$ cat src/rtl/csr_commit_unit.sv
// -----------------------------------------------------------------------------
// csr_commit_unit
//
// Commit-side initiator for the CSR file. Retiring CSR instructions, up to CH
// per cycle, are pushed into an in-order FIFO. Each cycle a drain group of up
// to CH head entries is issued to csrfile as atomic read-modify-write
// operations. The old CSR value of each drained entry is returned to
// writeback one cycle later.
//
// Optional feature macro: CSR_COMMIT_FORWARD_EN
//   defined   : same-address entries drain together; later entries take their
//               old value from the nearest earlier writer in the group, and
//               only the last writer to an address asserts its write enable.
//   undefined : the drain group stops before the first entry whose address
//               repeats an earlier entry of the group; that entry drains next
//               cycle and reads the committed value.
//
// Ports
//   clk                     clock, rising edge
//   rst                     synchronous active-low reset
//   commit_csrcu_valid      push mask (contiguous from lane 0)
//   commit_csrcu_op/addr/src/tag   per-lane instruction fields
//   csrcu_commit_ready      high when at least CH entries are free
//   commit_csrf_read_addr   csrfile read address per channel
//   csrf_commit_read_data   csrfile read data (combinational)
//   commit_csrf_write_addr/_data/_we   csrfile write channel
//   csrcu_wb_valid/_data/_tag/_illegal registered writeback results
// -----------------------------------------------------------------------------
module csr_commit_unit #(
    parameter int CH             = 4,
    parameter int DEPTH          = 8,
    parameter int CSR_ADDR_WIDTH = 12,
    parameter int REG_DATA_WIDTH = 32
) (
    input  logic                      clk,
    input  logic                      rst,
    input  logic [CH-1:0]             commit_csrcu_valid,
    input  logic [1:0]                commit_csrcu_op   [CH],
    input  logic [CSR_ADDR_WIDTH-1:0] commit_csrcu_addr [CH],
    input  logic [REG_DATA_WIDTH-1:0] commit_csrcu_src  [CH],
    input  logic [5:0]                commit_csrcu_tag  [CH],
    output logic                      csrcu_commit_ready,
    output logic [CSR_ADDR_WIDTH-1:0] commit_csrf_read_addr  [CH],
    input  logic [REG_DATA_WIDTH-1:0] csrf_commit_read_data  [CH],
    output logic [CSR_ADDR_WIDTH-1:0] commit_csrf_write_addr [CH],
    output logic [REG_DATA_WIDTH-1:0] commit_csrf_write_data [CH],
    output logic [CH-1:0]             commit_csrf_we,
    output logic [CH-1:0]             csrcu_wb_valid,
    output logic [REG_DATA_WIDTH-1:0] csrcu_wb_data [CH],
    output logic [5:0]                csrcu_wb_tag  [CH],
    output logic [CH-1:0]             csrcu_wb_illegal
);

    localparam int IW = $clog2(DEPTH);
    localparam int PW = IW + 1;

    localparam logic [1:0] OP_RW = 2'b00;
    localparam logic [1:0] OP_RS = 2'b01;
    localparam logic [1:0] OP_RC = 2'b10;
    localparam logic [1:0] OP_RD = 2'b11;

    // CSRs with address bits [11:10] == 2'b11 are read-only
    function automatic logic is_ro(input logic [CSR_ADDR_WIDTH-1:0] a);
        return a[CSR_ADDR_WIDTH-1 -: 2] == 2'b11;
    endfunction

    // New CSR value for one read-modify-write; read-only op keeps the old value
    function automatic logic [REG_DATA_WIDTH-1:0] apply_op(
        input logic [1:0]                op,
        input logic [REG_DATA_WIDTH-1:0] old,
        input logic [REG_DATA_WIDTH-1:0] src
    );
        logic [REG_DATA_WIDTH-1:0] res;
        case (op)
            OP_RW:   res = src;
            OP_RS:   res = old | src;
            OP_RC:   res = old & ~src;
            default: res = old;
        endcase
        return res;
    endfunction

    // FIFO storage and pointers (extra MSB separates full from empty)
    logic [1:0]                fifo_op_r   [DEPTH];
    logic [CSR_ADDR_WIDTH-1:0] fifo_addr_r [DEPTH];
    logic [REG_DATA_WIDTH-1:0] fifo_src_r  [DEPTH];
    logic [5:0]                fifo_tag_r  [DEPTH];
    logic [PW-1:0]             wptr_r;
    logic [PW-1:0]             rptr_r;
    logic                      ready_r;

    logic [PW-1:0]             count_s;
    logic [PW-1:0]             push_n_s;
    logic [PW-1:0]             drain_n_s;
    logic [PW-1:0]             next_count_s;
    logic                      push_stop_s;
    logic                      drain_stop_s;

    logic [IW-1:0]             h_idx_s  [CH];
    logic [1:0]                h_op_s   [CH];
    logic [CSR_ADDR_WIDTH-1:0] h_addr_s [CH];
    logic [REG_DATA_WIDTH-1:0] h_src_s  [CH];
    logic [5:0]                h_tag_s  [CH];
    logic [CH-1:0]             drain_s;
    logic [CH-1:0]             we_raw_s;
    logic [CH-1:0]             we_s;
    logic [CH-1:0]             ill_s;
    logic [REG_DATA_WIDTH-1:0] old_s [CH];
    logic [REG_DATA_WIDTH-1:0] new_s [CH];

    // Writeback registers
    logic [CH-1:0]             wb_valid_r;
    logic [CH-1:0]             wb_illegal_r;
    logic [REG_DATA_WIDTH-1:0] wb_data_r [CH];
    logic [5:0]                wb_tag_r  [CH];

    assign count_s = wptr_r - rptr_r;

    // Push length: contiguous valid lanes from lane 0, dropped when not ready
    always_comb begin
        push_stop_s = 1'b0;
        push_n_s    = {PW{1'b0}};
        for (int k = 0; k < CH; k++) begin
            push_stop_s = push_stop_s | ~commit_csrcu_valid[k];
            push_n_s    = push_stop_s ? push_n_s : PW'(k + 1);
        end
        push_n_s     = ready_r ? push_n_s : {PW{1'b0}};
        next_count_s = (wptr_r + push_n_s) - (rptr_r + drain_n_s);
    end

    // Drain group selection: head entries in order, cut at empty slots and,
    // without forwarding, at the first repeated address
    always_comb begin
        drain_stop_s = 1'b0;
        drain_n_s    = {PW{1'b0}};
        drain_s      = {CH{1'b0}};
        for (int k = 0; k < CH; k++) begin
            h_idx_s[k]   = rptr_r[IW-1:0] + IW'(k);
            h_op_s[k]    = fifo_op_r[h_idx_s[k]];
            h_addr_s[k]  = fifo_addr_r[h_idx_s[k]];
            h_src_s[k]   = fifo_src_r[h_idx_s[k]];
            h_tag_s[k]   = fifo_tag_r[h_idx_s[k]];
            drain_stop_s = drain_stop_s | (PW'(k) >= count_s);
`ifndef CSR_COMMIT_FORWARD_EN
            for (int j = 0; j < k; j++) begin
                drain_stop_s = drain_stop_s | (drain_s[j] & (h_addr_s[j] == h_addr_s[k]));
            end
`endif
            drain_s[k] = ~drain_stop_s;
            drain_n_s  = drain_s[k] ? PW'(k + 1) : drain_n_s;
        end
    end

    // Read-modify-write values, write enables and illegal-write flags
    always_comb begin
        we_raw_s = {CH{1'b0}};
        ill_s    = {CH{1'b0}};
        for (int k = 0; k < CH; k++) begin
            old_s[k] = csrf_commit_read_data[k];
`ifdef CSR_COMMIT_FORWARD_EN
            // ascending scan leaves the nearest earlier writer's value
            for (int j = 0; j < k; j++) begin
                old_s[k] = (we_raw_s[j] && (h_addr_s[j] == h_addr_s[k])) ? new_s[j] : old_s[k];
            end
`endif
            new_s[k]    = apply_op(h_op_s[k], old_s[k], h_src_s[k]);
            we_raw_s[k] = drain_s[k] & (h_op_s[k] != OP_RD) & ~is_ro(h_addr_s[k]);
            ill_s[k]    = drain_s[k] & (h_op_s[k] != OP_RD) & is_ro(h_addr_s[k]);
        end
        we_s = we_raw_s;
`ifdef CSR_COMMIT_FORWARD_EN
        // a later writer to the same address supersedes an earlier one
        for (int k = 0; k < CH; k++) begin
            for (int j = k + 1; j < CH; j++) begin
                we_s[k] = we_s[k] & ~(we_raw_s[j] & (h_addr_s[j] == h_addr_s[k]));
            end
        end
`endif
    end

    // csrfile channel drive; idle channels park at all-ones addresses
    always_comb begin
        for (int k = 0; k < CH; k++) begin
            commit_csrf_read_addr[k]  = drain_s[k] ? h_addr_s[k] : {CSR_ADDR_WIDTH{1'b1}};
            commit_csrf_write_addr[k] = drain_s[k] ? h_addr_s[k] : {CSR_ADDR_WIDTH{1'b1}};
            commit_csrf_write_data[k] = drain_s[k] ? new_s[k] : {REG_DATA_WIDTH{1'b0}};
        end
        commit_csrf_we = we_s & {CH{rst}};
    end

    // FIFO storage: accepted lanes written at the tail
    always_ff @(posedge clk) begin
        for (int k = 0; k < CH; k++) begin
            if (rst && (PW'(k) < push_n_s)) begin
                fifo_op_r[wptr_r[IW-1:0] + IW'(k)]   <= commit_csrcu_op[k];
                fifo_addr_r[wptr_r[IW-1:0] + IW'(k)] <= commit_csrcu_addr[k];
                fifo_src_r[wptr_r[IW-1:0] + IW'(k)]  <= commit_csrcu_src[k];
                fifo_tag_r[wptr_r[IW-1:0] + IW'(k)]  <= commit_csrcu_tag[k];
            end
        end
    end

    // Pointers, readiness and writeback registers
    always_ff @(posedge clk) begin
        if (!rst) begin
            wptr_r       <= {PW{1'b0}};
            rptr_r       <= {PW{1'b0}};
            ready_r      <= 1'b1;
            wb_valid_r   <= {CH{1'b0}};
            wb_illegal_r <= {CH{1'b0}};
            for (int k = 0; k < CH; k++) begin
                wb_data_r[k] <= {REG_DATA_WIDTH{1'b0}};
                wb_tag_r[k]  <= 6'd0;
            end
        end else begin
            wptr_r       <= wptr_r + push_n_s;
            rptr_r       <= rptr_r + drain_n_s;
            ready_r      <= (next_count_s <= PW'(DEPTH - CH));
            wb_valid_r   <= drain_s;
            wb_illegal_r <= ill_s;
            for (int k = 0; k < CH; k++) begin
                wb_data_r[k] <= drain_s[k] ? old_s[k] : {REG_DATA_WIDTH{1'b0}};
                wb_tag_r[k]  <= drain_s[k] ? h_tag_s[k] : 6'd0;
            end
        end
    end

    assign csrcu_commit_ready = ready_r;
    assign csrcu_wb_valid     = wb_valid_r;
    assign csrcu_wb_illegal   = wb_illegal_r;
    assign csrcu_wb_data      = wb_data_r;
    assign csrcu_wb_tag       = wb_tag_r;

endmodule

$ cat config.mk
export PLATFORM = sky130hd
export DESIGN_NAME = csr_commit_unit
export DESIGN_NICKNAME = d
export VERILOG_FILES = /design/src/rtl/csr_commit_unit.sv
export SDC_FILE = /design/constraint.sdc
export NUM_CORES = 2
export LEC_CHECK = 0
export BUFFER_PORTS_ARGS = -buffer_cell sky130_fd_sc_hd__buf_2
export CAP_MARGIN = 5
export CORE_MARGIN = 2
export CORE_UTILIZATION = 50
export CTS_CLUSTER_SIZE = 8
export DETAILED_ROUTE_END_ITERATION = 7
export GPL_TIMING_DRIVEN = 0
export PLACE_DENSITY = 0.72
export SKIP_LAST_GASP = 1
export SLEW_MARGIN = 20
export SYNTH_ARGS = -nofsm -noshare
export SYNTH_HDL_FRONTEND = slang
export SYNTH_SLANG_ARGS = --single-unit
$ cat constraint.sdc
create_clock -name clk -period 7.85 [get_ports clk]
set_input_delay 0.3925 -clock clk [delete_from_list [all_inputs] [get_ports clk]]
set_output_delay 0.3925 -clock clk [all_outputs]
set_load 0.01 [all_outputs]
==> impl_summary.md <==
Outcome
The run finished, with violations left. The checks that failed: DRC, setup timing.

Yosys
Counting flops with an async set or reset pin after synthesis yields a share of 0%. The most frequent cell after synthesis is sky130_fd_sc_hd__o21ai_0. Of all cell types, the one taking the most synthesized area is sky130_fd_sc_hd__edfxtp_1. The synthesized flop and latch total is 585. Synthesis instantiated 51 different standard cells from the library.

The sequential fraction of the synthesis area is 34.5%. The largest family of logic cells by synthesized area is multiplexers. The share of the synthesized area in compound gates (AO/OA/AOI/OAI) is 13.2%. The number of flops mapped to enable cells by yosys is 416. In this run the biggest area consumer among cell types represents 27.1% of the synthesized area.

The commonest cells after synthesis are sky130_fd_sc_hd__o21ai_0, sky130_fd_sc_hd__nor2_1, sky130_fd_sc_hd__mux2i_1. For this run, the leading register cell type out of synthesis is sky130_fd_sc_hd__edfxtp_1. The xor and xnor area share after synthesis is 1.70%. Summing every instance area after synthesis gives 46000 um2. In the post-synthesis netlist, the biggest area contributors are sky130_fd_sc_hd__edfxtp_1, sky130_fd_sc_hd__mux4_2, sky130_fd_sc_hd__mux2i_1.

The mean instance size in the synthesized netlist is 9.39 um2. The post-synthesis share of cell area spent on and, or, nand and nor gates is 12.8%. Counting every net in the synthesized netlist gives 5265. After Yosys synthesis, full adders, half adders and majority gates account for 0.565% of the synthesized area. Counting every instance in the synthesized netlist gives 4904. After synthesis, the share of cell area in mux cells is 30.0%. The total of warnings raised by yosys is 0.

Layout
The area growth from synthesis to layout is 18.0%. The final layout net count is 5998. Cells fill 59.4% of the core in the end. Cells with a size suffix above 1 make up 26.2% of the layout.

Worst setup path
Counting buffers and inverters, the worst setup path is 15 cells deep. The startpoint of the lowest-slack register-to-register path is rptr_r[1]. Along the worst path, the maximum fanout reaches 13.

For this design, the slowest cell found on the critical path is sky130_fd_sc_hd__clkinvlp_4. The startpoint-to-endpoint class of the critical path is reg -> out. The most used cell along the critical path is sky130_fd_sc_hd__buf_2. The endpoint identified for the worst register-to-register timing path is csrcu_commit_ready. The delay contributed by the slowest stage of the critical path is 0.94 ns. The kind of launch point of the worst setup path is a flip-flop. The flop-to-flop setup slack is -0.19 ns.

Data on the critical path is required at its endpoint by 7.46 ns. Walking the worst path, the cells encountered are buf_4 > clkinv_1 > clkbuf_2 > buf_2 > clkbuf_1 > ha_1 > nand2b_1 > o22ai_1 > a22o_1 > nand3_1 > nand2_1 > clkinvlp_4 > o21ai_0 > nor2_1 > buf_2. For the worst setup path, the data arrival time is 7.68 ns. The kind of cell adding the most delay to the critical path is buffers and inverters. The nature of the critical path endpoint is an output pin. The path depth of the worst reg2reg path is 25. The launch point of the worst path is rptr_r[2]. The termination of the worst setup path is commit_csrf_we[0]. The worst path buffer plus inverter count is 7.

Placement
The wire-length estimate of the detail-placed layout is 171 mm. Routability-driven placement finished with a final weighted congestion of 1.04. The count of buffers from port buffering is 519. The worst slack after detailed placement is -0.451 ns.

STA
The max-slew violation count is 0. The post-route clock period utilization is 103%. Setup repair after global routing could not meet its margin everywhere.

Timing would allow up to 124 MHz. Measured against its own limit, the worst slew margin works out to 5.15%. The largest clock skew in the final design is 0.0387 ns. The total setup violations reported at the end of the flow is 2. The final-report hold violation count is 0.

The transition time at the pin with the least slew margin is 1.42 ns. The minimum setup slack in the final design is -0.220 ns. The shortest clock period the worst path allows after layout is 8.07 ns.

Global route
The aggregate global-route resource usage is 48.7%. The number of antenna violations at the first check in global routing is 78. Global routing finished with a remaining overflow of 0. The global-route met2 utilization is 67.0%. The largest net degree at the start of global routing is 36. The met1 usage in global routing is 58.3%. The met3 capacity usage during global routing is 25.8%. The first global-routing pass estimated 328 mm of wire.

The layer flagged by global routing as most heavily used is met2. The number of global-route vias before repair came to 45173.

Power
VDD sags by at most 0.271 mV. The power density of the placed cells is 377 nW/um2. The leakage power is 20.4 nW.

Floorplanning
The site row count is 111. The area of the die is 94500 um2. Once the floorplan was initialized, standard cells occupied 50.3% of the core.

In this run the standard cell core region covers 91500 um2. The die is 307 um wide. The top-level I/O count is 731. The die height is 307 um.

Clock tree
For this design, the sink count on the clock tree is 585. TritonCTS built the clock tree. The insertion delay to the later sink of the worst-skew pair is 0.68 ns. In this run the deepest clock path goes through 3 buffers.

The CTS H-tree depth is 3. The tree is rooted in a sky130_fd_sc_hd__clkbuf_16. The clock transition at the register clock pins on the worst setup and hold paths after CTS is 0.05 ns.

In this run, CTS created clock tree buffers numbering 84.

Routing
The routed via count divided by cell count is 7.00. The vias after detailed routing is 48706. The count of TritonRoute iterations in the first routing pass is 8. For this block, the initial DRC count from the detailed router was 9413. After detailed routing, the total wire length is 239 mm. The routed length per instance is 34.3 um. Once detail routing completed, the nets flagged for antenna violations numbered 0. In the routed design, unresolved DRC markers number 10.

Flow run
The max-cap check violation count is 0.

Hold path
The class of the tightest hold or removal check is in -> reg. The hold path depth is 2.
==> power breakdown <==
part / internal, mW / total (mW) / switching (mW)
logic: 4.70 / 13.0 / 8.30
clock network: 2.07 / 3.59 / 1.53
registers: 3.72 / 3.89 / 0.165
==> flip-flops by register name, summed over array words and instances, names as in the netlist <==
signal and cells:
fifo_addr_r 96, fifo_src_r 256, csrcu_wb_illegal 4, fifo_op_r 16, wptr_r 4, csrcu_wb_tag 24
csrcu_wb_data 128, rptr_r 4, csrcu_commit_ready 1, fifo_tag_r 48, csrcu_wb_valid 4
==> worst min-delay path by stage <==
stage                                          start            endpoint  slack [ns]
after floorplan           csrf_commit_read_data[100]  csrcu_wb_data[100]        0.51
after global placement    csrf_commit_read_data[122]  csrcu_wb_data[122]        0.61
after detailed placement   csrf_commit_read_data[98]   csrcu_wb_data[98]        0.61
after CTS                 csrf_commit_read_data[105]  csrcu_wb_data[105]      0.0005
after global routing      csrf_commit_read_data[105]  csrcu_wb_data[105]       0.001
final                      csrf_commit_read_data[75]   csrcu_wb_data[75]       0.007
==> layer usage <==
layer,vias to the layer above,wire length (um)
li1,19275,-
met1,22827,79100
met2,5184,95100
met3,1354,43800
met4,66,20000
met5,-,508
==> layout make-up <==
type	instances	area, um2
fillers	7898	37200
multi-input cells	3619	26900
flip-flops and latches	585	15900
repair buffers	647	4020
plain buffers	687	3350
clock buffers	147	2410
well taps	1186	1480
diodes	66	165
clock inverters	5	58.8
inverters	13	52.6
==> through the flow <==
| stage | power (mW) | area [um2] | cells | TNS, ns | hold WS, ns |
|---|---|---|---|---|---|
| after floorplan | 11.2 | 46000 | 4904 | 0 | 0.514 |
| after global placement | 16.0 | 50100 | 6609 | -1214.69 | 0.611 |
| after detailed placement | 16.1 | 50700 | 6642 | -0.451 | 0.614 |
| after CTS | 19.7 | 54100 | 6889 | 0 | 0.000456 |
| after global routing | 20.8 | 54300 | 6928 | -0.261 | 0.00139 |
| final | 20.5 | 54300 | 6955 | -0.408 | 0.00665 |
==> repair_timing <==
action | 4_1_cts | 5_1_grt
hold buffers | 95 | 0
resized for setup | 2 | 2
setup endpoints to repair | 1 | 2
setup buffers | 0 | 0
pin swaps | 0 | 0
endpoints found under the hold margin | 95 | 0
==> cell families after synthesis <==
kind of cell	Yosys count
AO/OA/AOI/OAI	1134
XOR/XNOR	87
adder cells (fa/ha/maj)	19
buffers and inverters	700
flip-flops	585
multiplexers	1036
AND/OR/NAND/NOR	1343
==> cell usage in the layout (no fill, tap or decap), types with 169 or more instances in the layout <==
master                       n
sky130_fd_sc_hd__edfxtp_1  416
sky130_fd_sc_hd__mux2_2    257
sky130_fd_sc_hd__dfxtp_1   169
sky130_fd_sc_hd__a21oi_1   429
sky130_fd_sc_hd__mux4_2    247
sky130_fd_sc_hd__clkbuf_1  444
sky130_fd_sc_hd__mux2i_1   528
sky130_fd_sc_hd__buf_2     593
sky130_fd_sc_hd__nand2_1   507
sky130_fd_sc_hd__nor2_1    543
sky130_fd_sc_hd__o21ai_0   549
(Power assumes the default switching activity.)
